`src/rtl/mul_pkg.sv`:
```
// Shared types and constants for the multiplier dot-product datapath.
// Latency: n/a (declarations only).
// Backpressure: n/a (declarations only).
package mul_pkg;

    // Width of one product coming out of the 4x4 array multiplier.
    localparam int PROD_W    = 8;
    // Width of one serialized output nibble.
    localparam int NIB_W     = 4;
    // Default accumulator and term-counter widths.
    localparam int ACC_W_DEF = 16;
    localparam int CNT_W_DEF = 8;

    // ACCUM: taking terms on the input side.
    // DRAIN: shifting the finished sum out, input side stalled.
    typedef enum logic {
        ACCUM = 1'b0,
        DRAIN = 1'b1
    } state_e;

endpackage

```
`src/rtl/mul_dot_accumulator_nibble_serializer.sv`:
```
// Parallel-load shift register that emits a word as NIB_W-bit nibbles, LSB first.
// Latency: nibble 0 visible the cycle after load; one nibble per shift.
// Backpressure: shift is only asserted by the owner on a downstream handshake.
//
// Ports:
//   clk, rst_n  clock and asynchronous active-low reset
//   load        start pulse, captures load_dat and rewinds the nibble index
//   load_dat    parallel word to serialize
//   active      owner is draining; gates the first/last markers
//   shift       advance to the next nibble (downstream accepted current one)
//   out_nibble  current low nibble of the shift register
//   out_first   current nibble is nibble 0
//   out_last    current nibble is the most significant one
module nibble_serializer
    import mul_pkg::*;
#(
    parameter int W = ACC_W_DEF
) (
    input  logic             clk,
    input  logic             rst_n,
    input  logic             load,
    input  logic [W-1:0]     load_dat,
    input  logic             active,
    input  logic             shift,
    output logic [NIB_W-1:0] out_nibble,
    output logic             out_first,
    output logic             out_last
);

    localparam int NIBS  = W / NIB_W;
    localparam int IDX_W = (NIBS > 1) ? $clog2(NIBS) : 1;

    logic [W-1:0]     sh_q,      sh_d;
    logic [IDX_W-1:0] nib_idx_q, nib_idx_d;

    always_comb begin
        sh_d      = sh_q;
        nib_idx_d = nib_idx_q;
        if (load) begin
            sh_d      = load_dat;
            nib_idx_d = '0;
        end else if (shift) begin
            // Zero-fill from the top so the register is clean once drained.
            sh_d      = sh_q >> NIB_W;
            nib_idx_d = nib_idx_q + IDX_W'(1);
        end
    end

    always_ff @(posedge clk or negedge rst_n) begin
        if (!rst_n) begin
            sh_q      <= '0;
            nib_idx_q <= '0;
        end else begin
            sh_q      <= sh_d;
            nib_idx_q <= nib_idx_d;
        end
    end

    assign out_nibble = sh_q[NIB_W-1:0];
    // Markers are qualified by active so they read 0 outside a drain.
    assign out_first  = active && (nib_idx_q == '0);
    assign out_last   = active && (nib_idx_q == IDX_W'(NIBS - 1));

endmodule

```
`src/rtl/mul_dot_accumulator.sv`:
```
// Accumulates multiplier products into a dot-product sum and drains it as nibbles.
// Latency: nibble 0 valid right after the in_last beat edge; NIBS cycles to drain.
// Backpressure: in_ready low for the whole drain; out_ready low freezes all outputs.
//
// Ports:
//   clk, rst_n   clock and asynchronous active-low reset
//   in_valid     in_product valid; a beat is in_valid & in_ready
//   in_product   unsigned 8-bit product from the multiplier
//   in_last      final term of the vector (qualified by in_valid)
//   in_ready     block accepts a term this cycle
//   out_valid    out_nibble valid (high for the whole drain)
//   out_nibble   current nibble of the finished sum, LSB first
//   out_first    current nibble is nibble 0
//   out_last     current nibble is nibble NIBS-1
//   out_ready    consumer accepts the current nibble
//   overflow     sum wrapped during this vector (sticky until drain completes)
//   term_count   terms in the vector being drained, saturating
module mul_dot_accumulator
    import mul_pkg::*;
#(
    parameter int ACC_W = ACC_W_DEF,
    parameter int CNT_W = CNT_W_DEF
) (
    input  logic             clk,
    input  logic             rst_n,
    input  logic             in_valid,
    input  logic [PROD_W-1:0] in_product,
    input  logic             in_last,
    output logic             in_ready,
    output logic             out_valid,
    output logic [NIB_W-1:0] out_nibble,
    output logic             out_first,
    output logic             out_last,
    input  logic             out_ready,
    output logic             overflow,
    output logic [CNT_W-1:0] term_count
);

    localparam int NIBS = ACC_W / NIB_W;

    generate
        if ((ACC_W % NIB_W) != 0 || ACC_W < 8) begin : g_bad_acc_w
            $error("mul_dot_accumulator: ACC_W must be a multiple of 4 and at least 8");
        end
    endgenerate

    state_e           state_q,      state_d;
    logic [ACC_W-1:0] acc_q,        acc_d;
    logic [CNT_W-1:0] cnt_q,        cnt_d;
    logic             ovf_q,        ovf_d;
    logic [CNT_W-1:0] term_count_q, term_count_d;
    logic             in_ready_q,   in_ready_d;

    logic             beat;
    logic             ser_load;
    logic             draining;
    logic [ACC_W:0]   sum_ext;
    logic [CNT_W-1:0] cnt_inc;

    // One extra bit on the adder gives the carry-out used for the wrap flag.
    assign sum_ext  = {1'b0, acc_q} + {{(ACC_W + 1 - PROD_W){1'b0}}, in_product};
    assign cnt_inc  = (&cnt_q) ? cnt_q : cnt_q + CNT_W'(1);
    assign draining = (state_q == DRAIN);
    // in_ready_q is only ever high in ACCUM, so it fully qualifies a beat.
    assign beat     = in_valid && in_ready_q;

    always_comb begin
        state_d      = state_q;
        acc_d        = acc_q;
        cnt_d        = cnt_q;
        ovf_d        = ovf_q;
        term_count_d = term_count_q;
        ser_load     = 1'b0;
        case (state_q)
            ACCUM: begin
                if (beat) begin
                    ovf_d = ovf_q | sum_ext[ACC_W];
                    if (in_last) begin
                        // Hand the final sum (including this term) to the
                        // serializer and start the next vector from zero.
                        ser_load     = 1'b1;
                        term_count_d = cnt_inc;
                        acc_d        = '0;
                        cnt_d        = '0;
                        state_d      = DRAIN;
                    end else begin
                        acc_d = sum_ext[ACC_W-1:0];
                        cnt_d = cnt_inc;
                    end
                end
            end
            DRAIN: begin
                if (out_ready && out_last) begin
                    state_d = ACCUM;
                    ovf_d   = 1'b0;
                end
            end
            default: begin
                state_d = ACCUM;
            end
        endcase
    end

    // Registered ready: low during reset, high from the first edge after
    // release, and rising only after the final nibble handshake edge.
    assign in_ready_d = (state_d == ACCUM);

    always_ff @(posedge clk or negedge rst_n) begin
        if (!rst_n) begin
            state_q      <= ACCUM;
            acc_q        <= '0;
            cnt_q        <= '0;
            ovf_q        <= 1'b0;
            term_count_q <= '0;
            in_ready_q   <= 1'b0;
        end else begin
            state_q      <= state_d;
            acc_q        <= acc_d;
            cnt_q        <= cnt_d;
            ovf_q        <= ovf_d;
            term_count_q <= term_count_d;
            in_ready_q   <= in_ready_d;
        end
    end

    nibble_serializer #(
        .W (ACC_W)
    ) u_ser (
        .clk        (clk),
        .rst_n      (rst_n),
        .load       (ser_load),
        .load_dat   (sum_ext[ACC_W-1:0]),
        .active     (draining),
        .shift      (draining && out_ready),
        .out_nibble (out_nibble),
        .out_first  (out_first),
        .out_last   (out_last)
    );

    assign in_ready   = in_ready_q;
    assign out_valid  = draining;
    assign overflow   = ovf_q;
    assign term_count = term_count_q;

endmodule

```
`config.mk`:
```
export PLATFORM = sky130hd
export DESIGN_NAME = mul_dot_accumulator
export DESIGN_NICKNAME = d
export VERILOG_FILES = /design/src/rtl/mul_pkg.sv /design/src/rtl/mul_dot_accumulator_nibble_serializer.sv /design/src/rtl/mul_dot_accumulator.sv
export SDC_FILE = /design/constraint.sdc
export NUM_CORES = 1
export LEC_CHECK = 0
export CAP_MARGIN = 15
export CORE_MARGIN = 4
export CORE_UTILIZATION = 25
export CTS_CLUSTER_DIAMETER = 80
export DETAILED_ROUTE_END_ITERATION = 6
export PLACE_DENSITY = 0.42
export SYNTH_ARGS = -nofsm -noshare
export SYNTH_HDL_FRONTEND = slang
export SYNTH_SLANG_ARGS = --single-unit
```
`constraint.sdc`:
```
create_clock -name clk -period 2.2 [get_ports clk]
set_input_delay 0.44 -clock clk [delete_from_list [all_inputs] [get_ports clk]]
set_output_delay 0.44 -clock clk [all_outputs]
set_load 0.01 [all_outputs]
```
Word level (Yosys, flattened, before mapping)
Cells that the tools add are included.

Bits in registers: 53. Input port bits: 13. Word-level logic and storage cells: 43.

Add/subtract/negate cells: 3. Equality and inequality tests: 3. Mux-type cells: 15. Bitwise operators: 3. Reductions and logical operators: 11.

Operators with widths (number): 2-to-1 mux 16 bit (3); adder 16 x 8 -> 17 bit (1); 2-to-1 mux 8 bit (2); adder 8 x 1 -> 8 bit, second input constant (1); AND reduction 8 bit (1); 2-to-1 mux 1 bit (6); logical AND 1 bit (5); 2-to-1 mux 2 bit (2); one-hot mux 1 bit (2 select lines) (2); AND reduction 2 bit (2); AND reduction 3 bit (1); adder 2 x 1 -> 2 bit, second input constant (1); == test 2 bit, second input constant (1); logical NOT 2 bit (1); != test 2 x 1 -> 1 bit, second input constant (1); != test 2 bit, second input constant (1); inverter 1 bit (2); nonzero test 2 bit (1); bitwise OR 1 bit (1).

Depth between registers and ports, before layout
Word-level depth: 6. Depth in mapped cells: 7. Mapped depth without buffers: 7.

Cells and area by module
From an unflattened synthesis, not the netlist that was laid out.

Cell total of the unflattened synthesis: 319. Area, all modules: 3054.2 um^2.

Modules (own cells, without submodules): mul_dot_accumulator (instances 1, cells an instance 234, area each 2172.1 um^2, seq. area each 875.8 um^2); nibble_serializer (instances 1, cells an instance 85, area each 882.1 um^2, seq. area each 450.4 um^2).

Least setup slack after synthesis
OpenSTA, ideal clock, no wires.

Path kind: input port to flip-flop. From: in in_product[0]. To: reg acc_q[12]. Arrival time: 1.945 ns. Path slack: 0.120 ns. Stages: 7. Cells stage by stage: ha_1 fa_1 a211oi_1 o211ai_1 nand4_1 mux2i_1 o21ai_0.

Word-level cells in the longest chain between the ends: 2.

Ends and longest elaborated chain: start: declaration (RTL line mul_dot_accumulator.sv:27) `input logic [PROD_W-1:0] in_product,`; adder 16 x 8 -> 17 bit (RTL line mul_dot_accumulator.sv:61) `assign sum_ext = {1'b0, acc_q} + {{(ACC_W + 1 - PROD_W){1'b0}}, in_product};`; 2-to-1 mux 16 bit (RTL line mul_dot_accumulator.sv:78) `if (in_last) begin`; end signal: assignment (RTL line mul_dot_accumulator.sv:111) `acc_q <= '0;`; end signal: assignment (RTL line mul_dot_accumulator.sv:118) `acc_q <= acc_d;`; end: declaration (RTL line mul_dot_accumulator.sv:48) `logic [ACC_W-1:0] acc_q, acc_d;`.

Every way passes these cells. A chain may end at the register's enable or synchronous reset.

Worst setup path in the final report
From: in in_product[2]. To: reg acc_q[11].

Same word-level chain as after synthesis.

==> flow_summary.yaml <==
yosys:
  syn_inst: 313
  synth-xor-area-share_pct: 5.64
  yosys_warnings: 0
  synth_fa_ha_area_share_pct: 5.34
  synth_largest_area_cell: "dfrtp_1"
  syn_area_um2: 2950
  seq_area_frac_synth_pct: 45.0
  synth_area_per_cell_um2: 9.43
  yosys.cell_types.count: 40
  synth_nets: 338
  yosysTopAreaCellShare_pct: 45.0
  synth_compound_area_share_pct: 17.9
  synth_area_leaders: "dfrtp_1 (45%), nand2_1 (5.6%), mux2i_1 (4.7%), ha_1 (4.7%), o21ai_0 (3.7%)"
  synthSimpleGateAreaFrac_pct: 17.2
  synthMuxAreaShare_pct: 4.75
  yosys_register_bits: 53
  synth_top_family_by_area: "compound AO/OA/AOI/OAI gates"
clock_tree:
  cts_tree: "yes"
  clk_latency_ns: 0.29
  hold_buffers: 0
  clock_path_buffers: 2
  clkTransAtPathRegs_ns: 0.07
  cts-buffers-inserted: 5
  cts_max_level: 2
  numClockSinks: 53
  cts_root_buffer: "clkbuf_16"
cells_and_area:
  fillers: 1176
  seq_area_um2: 1330
  fin_area_um2: 3870
  diodes: 0
  multi_input_area_um2: 1620
  stdcell_count: 504
  syn2layout_area_growth_pct: 31.2
  nets: 385
  drive_gt1_share_pct: 16.9
outcome:
  outcome: "complete, no violations"
sta:
  finalSetupViolations: 0
  slew_viol_final: 0
  period_minus_slack_ns: 2.11
  tightest_slew_ns: 0.531
  tns_ns: 0
  fmax_mhz: 475
  worst_slack_ns: 0.0950
  fin_worst_skew_ns: 0.00292
  period_share_pct: 95.7
  finalHoldViolations: 0
  max_slew_margin_pct: 64.6
setup_path:
  r2r_start: "acc_q[0]"
  setup.worst_path.start_class: "primary input"
  arrival_ns: 2.28
  rr_endpoint: "acc_q[12]"
  cp-end-kind: "register"
  r2r_cells: 7
  r2r_slack_ns: 0.13
  critPathKind: "primary input to register"
  cp.required_ns: 2.37
  worst-path-max-fanout: 4
drt:
  dr.pass1.iters: 4
  drc: 0
  wire_per_inst_um: 14.4
  dr.first_iter.drc_count: 155
  vias: 2391
  ant_nets: 0
  routed_wl_mm: 7.23
  via_per_inst: 4.74
placed_design:
  dp.cells: 492
  dp_hpwl_mm: 5.25
  routabilityCongestion: 0.758
  place_worst_setup_slack_ns: -0.492
  placed_cell_area_um2: 3540
  io_buffer_count: 29
die:
  rows: 39
  fp.dieW_um: 117
  start_util_pct: 25.7
  ios: 30
  coreArea_um2: 11500
  die_y_um: 117
  dieArea_um2: 13600
global_route:
  grt_usage_pct: 11.5
  grt_pass1_vias: 2333
  overflow: 0
  grt_max_degree: 35
  grt_pass1_wl_mm: 12.2
  antenna_found_initial: 0
power:
  ir_drop_v: 0.000382
  cellPowerDensity_nw_per_um2: 1140
  power_uw: 4420
  p_leak_uw: 0.00174
hold_path:
  hp-class: "primary input to asynchronous set/reset pin"
flow_run:
  drv_cap: 0
==> through the flow <==
step	hold slack, ns	util [%]
4_1_cts	0.146	32.6
5_1_grt	0.164	33.8
3_5_place_dp	0.463	30.9
6_report	0.120	33.8
2_1_floorplan	0.144	-
3_3_place_gp	0.454	30.9
==> synthesized netlist by cell type <==
| master | number |
|---|---|
| a21o_1 | 3 |
| o31ai_1 | 5 |
| and3_1 | 10 |
| ha_1 | 11 |
| buf_6 | 1 |
| and3_2 | 1 |
| a211oi_4 | 1 |
| a41oi_1 | 1 |
| nand4_1 | 4 |
| o211ai_1 | 4 |
| buf_4 | 4 |
| xnor2_1 | 8 |
| nand3_1 | 10 |
| nand4_2 | 1 |
| xor2_1 | 11 |
| a22o_1 | 5 |
| a21oi_1 | 17 |
| and4_1 | 2 |
| nand3_2 | 1 |
| a211oi_1 | 8 |
| o2111ai_1 | 1 |
| nor2_1 | 17 |
| a21oi_2 | 1 |
| nor3_1 | 4 |
| a31oi_1 | 1 |
| o21a_1 | 4 |
| fa_1 | 1 |
| o21ai_1 | 11 |
| inv_1 | 6 |
| nand2_2 | 1 |
| buf_2 | 5 |
| or3_1 | 2 |
| dfrtp_1 | 53 |
| clkbuf_1 | 10 |
| and2_1 | 4 |
| nand3b_1 | 3 |
| o21ai_0 | 22 |
| or2_2 | 1 |
| mux2i_1 | 14 |
| nand2_1 | 44 |
==> cells in the final DEF, fill, tap and decap left out, types with 3 or more instances in the layout <==
cell / count
ha_1: 5
xor2_1: 11
nand2_1: 43
clkdlybuf4s50_1: 25
nor2_1: 17
dfrtp_1: 53
nand4_1: 4
and2_1: 4
o31ai_1: 5
nand3_1: 10
a211oi_1: 6
o21ai_0: 20
ha_4: 5
and3_1: 10
xnor2_1: 7
a22o_1: 5
mux2i_1: 14
a21oi_1: 17
clkbuf_16: 5
a21o_1: 3
o21ai_1: 13
nand3b_1: 3
buf_4: 28
o21a_1: 4
inv_1: 6
nor3_1: 3
o211ai_1: 4
==> repair_timing <==
action / CTS / global route
hold endpoints to repair: 0 / 0
setup endpoints to repair: 16 / 17
buffers inserted: 0 / 4
pin swaps: 7 / 16
gates resized for setup: 8 / 17
==> area by class of cell <==
class	instances	area share, %
clock buffers	7	3.68
clock inverters	1	0.776
flip-flops and latches	53	34.3
repair buffers	60	14.2
multi-input cells	234	41.9
inverters	6	0.582
well taps	143	4.62
==> kinds of logic (layout without fill, tap and decap cells) <==
kind of cell,after synthesis,after routing
XOR/XNOR,19,19
buffers and inverters,26,74
AND/OR/NAND/NOR,105,105
flip-flops,53,53
adder cells (fa/ha/maj),12,12
AO/OA/AOI/OAI,84,84
multiplexers,14,14
==> layer usage <==
layer / global-route usage (%) / share of wire (%)
met5: 0 / 0
met4: 3.21 / 1.4
met3: 2.07 / 2.8
met2: 16.9 / 43
met1: 17.4 / 52
==> report_power, final <==
group          internal (uW)  switching, uW  leakage (uW)  total, uW
combinational            992            975      0.000961       1970
clock                    569            354     0.0000841        923
sequential              1270            264      0.000695       1530
total                   2830           1590       0.00174       4420
==> flip-flops by register name, indices dropped and copies added (netlist names) <==
name	cells
acc_q	16
cnt_q	8
in_ready	1
out_valid	1
overflow	1
term_count	8
u_ser.nib_idx_q	2
u_ser.sh_q	16
==> worst max path at each step <==
stage / start / endpoint
2_1_floorplan: in_product[0] / acc_q[12]
3_3_place_gp: in_product[0] / acc_q[12]
3_5_place_dp: in_product[0] / acc_q[12]
4_1_cts: in_product[1] / u_ser.sh_q[9]
5_1_grt: in_product[2] / u_ser.sh_q[15]
6_report: in_product[2] / acc_q[11]
==> critical path, stage by stage <==
cell             delay, ns
clkdlybuf4s50_1       0.46
ha_4                  0.31
o211ai_1              0.12
buf_4                 0.16
o2111ai_4             0.23
and4_4                0.29
mux2i_1               0.19
o21ai_1               0.07
No activity file was read; power rests on OpenSTA's default activity.
